--- config.mk ---
export PLATFORM = sky130hd
export DESIGN_NAME = id_stage
export DESIGN_NICKNAME = d
export VERILOG_FILES = /design/src/rtl/id_stage.sv
export SDC_FILE = /design/constraint.sdc
export NUM_CORES = 1
export LEC_CHECK = 0
export ABC_CLOCK_PERIOD_IN_PS = 7800
export BUFFER_PORTS_ARGS = -buffer_cell sky130_fd_sc_hd__buf_4
export CAP_MARGIN = 20
export CELL_PAD_IN_SITES_DETAIL_PLACEMENT = 1
export CELL_PAD_IN_SITES_GLOBAL_PLACEMENT = 2
export CORE_MARGIN = 2
export CORE_UTILIZATION = 34
export CTS_CLUSTER_SIZE = 20
export DETAILED_ROUTE_END_ITERATION = 8
export PLACE_DENSITY = 0.87
export SYNTH_ARGS = -nofsm -noshare
export SYNTH_HDL_FRONTEND = slang
export SYNTH_SLANG_ARGS = --single-unit
export TNS_END_PERCENT = 5
--- constraint.sdc ---
create_clock -name clk -period 7.8 [get_ports clk]
set_input_delay 1.17 -clock clk [delete_from_list [all_inputs] [get_ports clk]]
set_output_delay 1.17 -clock clk [all_outputs]
set_load 0.005 [all_outputs]
--- src/rtl/id_stage.sv ---
// ============================================================================
//  Module   : id_stage
//  Purpose  : Instruction decode stage with a 32-entry pending-write scoreboard
//             that stalls fetch on RAW/WAW hazards until writeback commits.
//  Revision : 1.0 - initial release
// ============================================================================
`default_nettype none

module id_stage (
    input  logic        clk,
    input  logic        reset,
    input  logic [31:0] instr,
    input  logic        instr_valid,
    output logic        instr_ready,
    input  logic        flush,
    input  logic        wb_enable,
    input  logic [4:0]  wb_add,
    output logic [4:0]  r1_add,
    output logic [4:0]  r2_add,
    output logic        dec_valid,
    output logic [5:0]  dec_opcode,
    output logic [4:0]  dec_write_add,
    output logic        dec_write_enable,
    output logic [31:0] dec_imm,
    output logic        illegal,
    output logic [15:0] stall_cycles
);

    localparam logic [5:0]  c_op_nop       = 6'h00;
    localparam logic [5:0]  c_op_r_lo      = 6'h01;
    localparam logic [5:0]  c_op_r_hi      = 6'h0F;
    localparam logic [5:0]  c_op_store     = 6'h20;
    localparam logic [15:0] c_stall_cnt_max = 16'hFFFF;

    logic [5:0]  w_opcode;
    logic [4:0]  w_rd;
    logic [4:0]  w_rs1;
    logic [4:0]  w_rs2;
    logic        w_is_nop;
    logic        w_is_r;
    logic        w_is_i;
    logic        w_is_store;
    logic        w_is_illegal;
    logic        w_reads1;
    logic        w_reads2;
    logic        w_writes;
    logic        w_hazard;
    logic        w_stall;
    logic        w_accept;
    logic [31:0] w_set;
    logic [31:0] w_clr;
    logic [31:0] r_pending;

    assign w_opcode = instr[31:26];
    assign w_rd     = instr[25:21];
    assign w_rs1    = instr[20:16];
    assign w_rs2    = instr[15:11];

    assign r1_add   = w_rs1;
    assign r2_add   = w_rs2;

    always_comb begin
        w_is_nop     = (w_opcode == c_op_nop);
        w_is_r       = (w_opcode >= c_op_r_lo) && (w_opcode <= c_op_r_hi);
        w_is_i       = (w_opcode[5:4] == 2'b01);
        w_is_store   = (w_opcode == c_op_store);
        w_is_illegal = ~(w_is_nop | w_is_r | w_is_i | w_is_store);
        w_reads1     = w_is_r | w_is_i | w_is_store;
        w_reads2     = w_is_r | w_is_store;
        w_writes     = w_is_r | w_is_i;
    end

    // Hazards look only at the registered scoreboard: the register file
    // returns the pre-write value in the cycle it is written, so no bypass.
    assign w_hazard = (w_reads1 & r_pending[w_rs1])
                    | (w_reads2 & r_pending[w_rs2])
                    | (w_writes & r_pending[w_rd]);

    assign w_stall     = instr_valid & ~flush & w_hazard;
    assign instr_ready = ~w_stall;
    assign w_accept    = instr_valid & ~flush & ~w_stall;

    assign w_set = (w_accept & w_writes) ? (32'd1 << w_rd)   : 32'd0;
    assign w_clr = wb_enable             ? (32'd1 << wb_add) : 32'd0;

    always_ff @(posedge clk) begin
        if (reset) begin
            r_pending        <= 32'd0;
            dec_valid        <= 1'b0;
            dec_opcode       <= 6'd0;
            dec_write_add    <= 5'd0;
            dec_write_enable <= 1'b0;
            dec_imm          <= 32'd0;
            illegal          <= 1'b0;
            stall_cycles     <= 16'd0;
        end else begin
            // Set after clear so a same-cycle allocate of a committing register wins.
            r_pending        <= (r_pending & ~w_clr) | w_set;
            dec_valid        <= w_accept;
            dec_write_enable <= w_accept & w_writes;
            illegal          <= w_accept & w_is_illegal;
            if (w_accept) begin
                dec_opcode    <= w_opcode;
                dec_write_add <= w_rd;
                dec_imm       <= {{16{instr[15]}}, instr[15:0]};
            end
            if (w_stall && (stall_cycles != c_stall_cnt_max)) begin
                stall_cycles <= stall_cycles + 16'd1;
            end
        end
    end

endmodule

`default_nettype wire

### Word-level counts from Yosys, hierarchy flattened

Index checks and enable logic that the tools add are counted.

| operators by class | value |
|---|---|
| add/sub/neg operators | 1 |
| magnitude comparators | 5 |
| equality and inequality tests | 3 |
| shift-type cells | 2 |
| multiplexer cells | 8 |
| bitwise operators | 22 |
| reductions and logical operators | 3 |

Operators by type and width:

| cell | number |
|---|---|
| $mux 32 | 2 |
| $shl 1x5->32 const A | 2 |
| $and 32x32->32 | 1 |
| $not 32->32 | 1 |
| $or 32x32->32 | 1 |
| $lt 5x6->1 const B | 3 |
| $add 16x1->16 const B | 1 |
| $ne 16x16->1 const B | 1 |
| $bmux 1 s5 | 3 |
| $and 1x1->1 | 8 |
| $or 1x1->1 | 8 |
| $eq 6x6->1 const B | 1 |
| $ge 6x1->1 const B | 1 |
| $le 6x4->1 const B | 1 |
| $logic_not 6->1 | 1 |
| $mux 1 | 3 |
| $not 1->1 | 3 |
| $eq 2x1->1 const B | 1 |
| $logic_and 1x1->1 | 2 |

| word-level totals | value |
|---|---|
| flip-flop bits (word level) | 78 |
| input port bits | 42 |
| output and inout port bits | 73 |

### Depth between registers and ports, before layout

| logic depth | value |
|---|---|
| depth after elaboration | 13 |
| mapped depth | 10 |

### Least setup slack after synthesis

Ideal clock, no wire load.

| timing | value |
|---|---|
| kind | in2out |
| start point | input port instr[16] |
| end point | output port instr_ready |
| arrival | 2.925 ns |
| data required time | 6.630 ns |
| path slack | 3.705 ns |
| stages | 9 |
| path buffers | 3 |
| cells stage by stage | clkbuf_1 -> mux4_2 -> nor3b_1 -> a221oi_1 -> a32oi_1 -> a21oi_1 -> buf_2 -> buf_4 -> inv_1 |

| on the way | value |
|---|---|
| cells in the longest elaborated chain, start to end | 7 |

RTL lines:

| item | RTL line | text |
|---|---|---|
| from (decl) | 12 | `input logic [31:0] instr,` |
| $bmux 1 s5 | 75 | `assign w_hazard = (w_reads1 & r_pending[w_rs1])` |
| $mux 1 (implied by the code) | 75 |  |
| $and 1x1->1 | 75 |  |
| $or 1x1->1 | 76 | `\| (w_reads2 & r_pending[w_rs2])` |
| $or 1x1->1 | 77 | `\| (w_writes & r_pending[w_rd]);` |
| $and 1x1->1 | 79 | `assign w_stall = instr_valid & ~flush & w_hazard;` |
| $not 1->1 | 80 | `assign instr_ready = ~w_stall;` |
| to (decl) | 14 | `output logic instr_ready,` |

No other way between the ends. The select of a mux whose other input is x is not followed.

### Worst setup path in the final report

| timing | value |
|---|---|
| start point | input port instr[29] |
| end point | output port instr_ready |

| on the way | value |
|---|---|
| cells in the longest elaborated chain, start to end | 9 |

RTL lines:

| item | RTL line | text |
|---|---|---|
| $ge 6x1->1 / $le 6x4->1 (equally long branches) | 64 | `w_is_r = (w_opcode >= c_op_r_lo) && (w_opcode <= c_op_r_hi);` |
| $logic_and 1x1->1 | 64 |  |
| $or 1x1->1 | 68, 70 |  |
| $or 1x1->1 | 68 | `w_reads1 = w_is_r \| w_is_i \| w_is_store;` |
| $and 1x1->1 | 75 |  |
| $or 1x1->1 | 76 |  |
| $or 1x1->1 (*) | 77 |  |
| $and 1x1->1 (*) | 79 |  |
| $not 1->1 (*) | 80 |  |

Mark *: on every way between the ends. The rest lies on a longest branch, timed or not.

==> metrics.csv <==
metric,value,unit
cts_buffers,9,
die_width,119,um
start_util,35.2,%
clock.fmax,233,MHz
maxCapViolCount,0,
post-dp-hpwl,10200,um
gr-total-overflow,0,
grt_pass1_vias,4018,
cts_tree,done,
finalHoldViolCount,0,
wl_met3,765,um
dieArea,14100,um2
max_slew_margin,42.4,%
outcome,"finished, final reports clean",
multi_input_area,2530,um2
drt_first_pass_iters,4,
skew,0.0100,ns
syn_to_final_growth,23.3,%
highest_layer,met4,
hold_end,dec_imm[12]$_SDFFE_PP0P_,
yosysSeqAreaShare,34.8,%
rsz0062_at_grt,no,
routed_wl,14000,um
crit_type,primary input to output pin,
crit_fanout,29,
portBuffers,114,
netlist_area,4490,um2
synth_top_cell_by_area,dfxtp_1,
startpoint_type,primary input,
diodes,0,
ant_nets,0,
rr_startpoint,stall_cycles[0]$_SDFFE_PP0P_,
cp.required,6.63,ns
viasPerCell,5.48,
grt_first_pass_wirelength,22000,um
holdPathStages,2,
layout_min_cycle_time,4.29,ns
leakage,2.30,nW
drtIter0Drc,252,
synth_top_area_share,34.8,%
cts_sinks,78,
yosys_most_used_dff,dfxtp_1,
antenna_found_initial,0,
tightest_slew,0.864,ns
synth_edf_count,0,
postLayoutCoreUtil,43.3,%
power_density,177,nW/um2
ys_types,54,
hold_class,flop to flop,
fillers,1454,
avgSynthCellArea,9.34,um2
gp_congestion,0.843,
setup_viol,0,
clock_path_buffers,2,
seq_area,1560,um2
post_cts_resized,0,
synth_seq_cells,78,
coreArea,12800,um2
setup_tns,0,ns
crit_path_start,instr[29],
cts_htree_levels,3,
fin_nets,593,
hold_path_startpoint,dec_imm[12]$_SDFFE_PP0P_,
yosysWarnings,0,
wl_per_cell,19.2,um
root_buffer,clkbuf_16,
die_h,119,um
drcViolationCount,0,
route.vias.total,3985,
worst_setup_path_end_kind,output pin,
clkTransAtPathRegs,0.05,ns
final_common_cell,buf_4,
reg2reg_depth,7,
syn_nets,524,
synth_area_leaders,"dfxtp_1 35%, mux4_2 10%, mux2i_1 8.5%",
finalMaxSlewViolations,0,
regToRegSetupSlack,4.87,ns
wl_met2,6930,um
wl_met1,6050,um
gr-usage-all-layers,19.9,%
async_flop_share,0,%
grt_max_degree,87,
r2r_end,stall_cycles[13]$_SDFFE_PP0P_,
drive_above_1_share,28.8,%
holdBufCountCts,0,
pin_count,115,
clkLatencyLatePin,0.35,ns
irDropWorstVdd,0.0951,mV
worst_ep_arrival_time,3.12,ns
cts_setup_buffers,0,
rows,41,
fin_crit_sh,55.0,%
layout.cells.most_common_list,"117 x buf_4, 78 x dfxtp_1, 46 x nor2_1, 38 x mux2i_1, 34 x nand2_1",
syn_inst,481,
total_power,0.982,mW
[cells by family after synthesis]
kind of cell / count (synthesis) / share of synthesized area (%)
AO/OA/AOI/OAI: 87 / 13.6
XOR/XNOR: 1 / 0.195
adder cells (fa/ha/maj): 1 / 0.279
buffers and inverters: 68 / 8.97
flip-flops: 78 / 34.8
multiplexers: 67 / 20.8
AND/OR/NAND/NOR: 179 / 21.4
[routing by layer]
metal	vias to the layer above	track usage (%)
met2	131	33.8
li1	1869	-
met3	19	4.41
met5	-	0
met4	0	6.77
met1	1966	24.9
[metrics by stage]
stage / hold WS, ns / std cells / setup slack, ns / instance area, um2
finish: 0.500 / 727 / 3.51 / 5540
global route: 0.541 / 727 / 3.39 / 5540
CTS: 0.507 / 727 / 3.51 / 5540
detailed placement: 0.489 / 711 / 3.52 / 5220
global placement: 0.478 / 711 / 3.55 / 5220
floorplan: 0.480 / 481 / 3.71 / 4490
[report_power, final]
| group | internal, mW | switching [mW] |
|---|---|---|
| logic | 0.0555 | 0.0624 |
| registers | 0.407 | 0.00619 |
| clock network | 0.288 | 0.164 |
| total | 0.750 | 0.232 |
[flip-flops by register name, summed over array words and instances (netlist names)]
register and count:
dec_write_add 5, illegal 1, dec_valid 1, dec_imm 16, r_pending 32, dec_opcode 6
dec_write_enable 1, stall_cycles 16
[cells in the mapped netlist (2+ instances only)]
cell      count
a21o_1        4
a311oi_1      3
inv_1         9
a31oi_1       2
nand2_1      34
nor3_1        5
and3_1        2
mux2i_1      38
a21oi_1      10
a22oi_1       2
a221oi_1      3
a41o_1        4
clkbuf_1     15
nand3_1      17
buf_6         4
nand3b_1     22
mux2_1        8
dfxtp_1      78
or2_2         3
nor3b_1       6
and4_1        5
nor2b_1      25
o21ai_0      17
nand2b_1      3
mux4_2       20
nor2_1       46
a41oi_1       2
buf_4        29
buf_2         6
o31ai_1      32
buf_1         4
[worst max path at each step]
stage               slack [ns]          end
global placement          3.55  instr_ready
CTS                       3.51  instr_ready
global route              3.39  instr_ready
detailed placement        3.52  instr_ready
finish                    3.51  instr_ready
floorplan                 3.71  instr_ready
[area by class of cell]
| class | instances | share of cell area (%) |
|---|---|---|
| clock buffer | 12 | 4.45 |
| clock inverter | 4 | 1.27 |
| inverter | 9 | 0.610 |
| multi-input combinational | 335 | 45.7 |
| sequential | 78 | 28.2 |
| tap | 172 | 3.89 |
| timing repair buffer | 117 | 15.9 |
[worst max-delay path: stages]
cell	delay [ns]
buf_4	0.11
or4_4	0.57
or3_1	0.34
o311a_1	0.13
a32oi_1	0.29
a21oi_2	0.09
buf_4	0.23
inv_1	0.08
buf_4	0.10
Power figures use the tool's default switching activity.
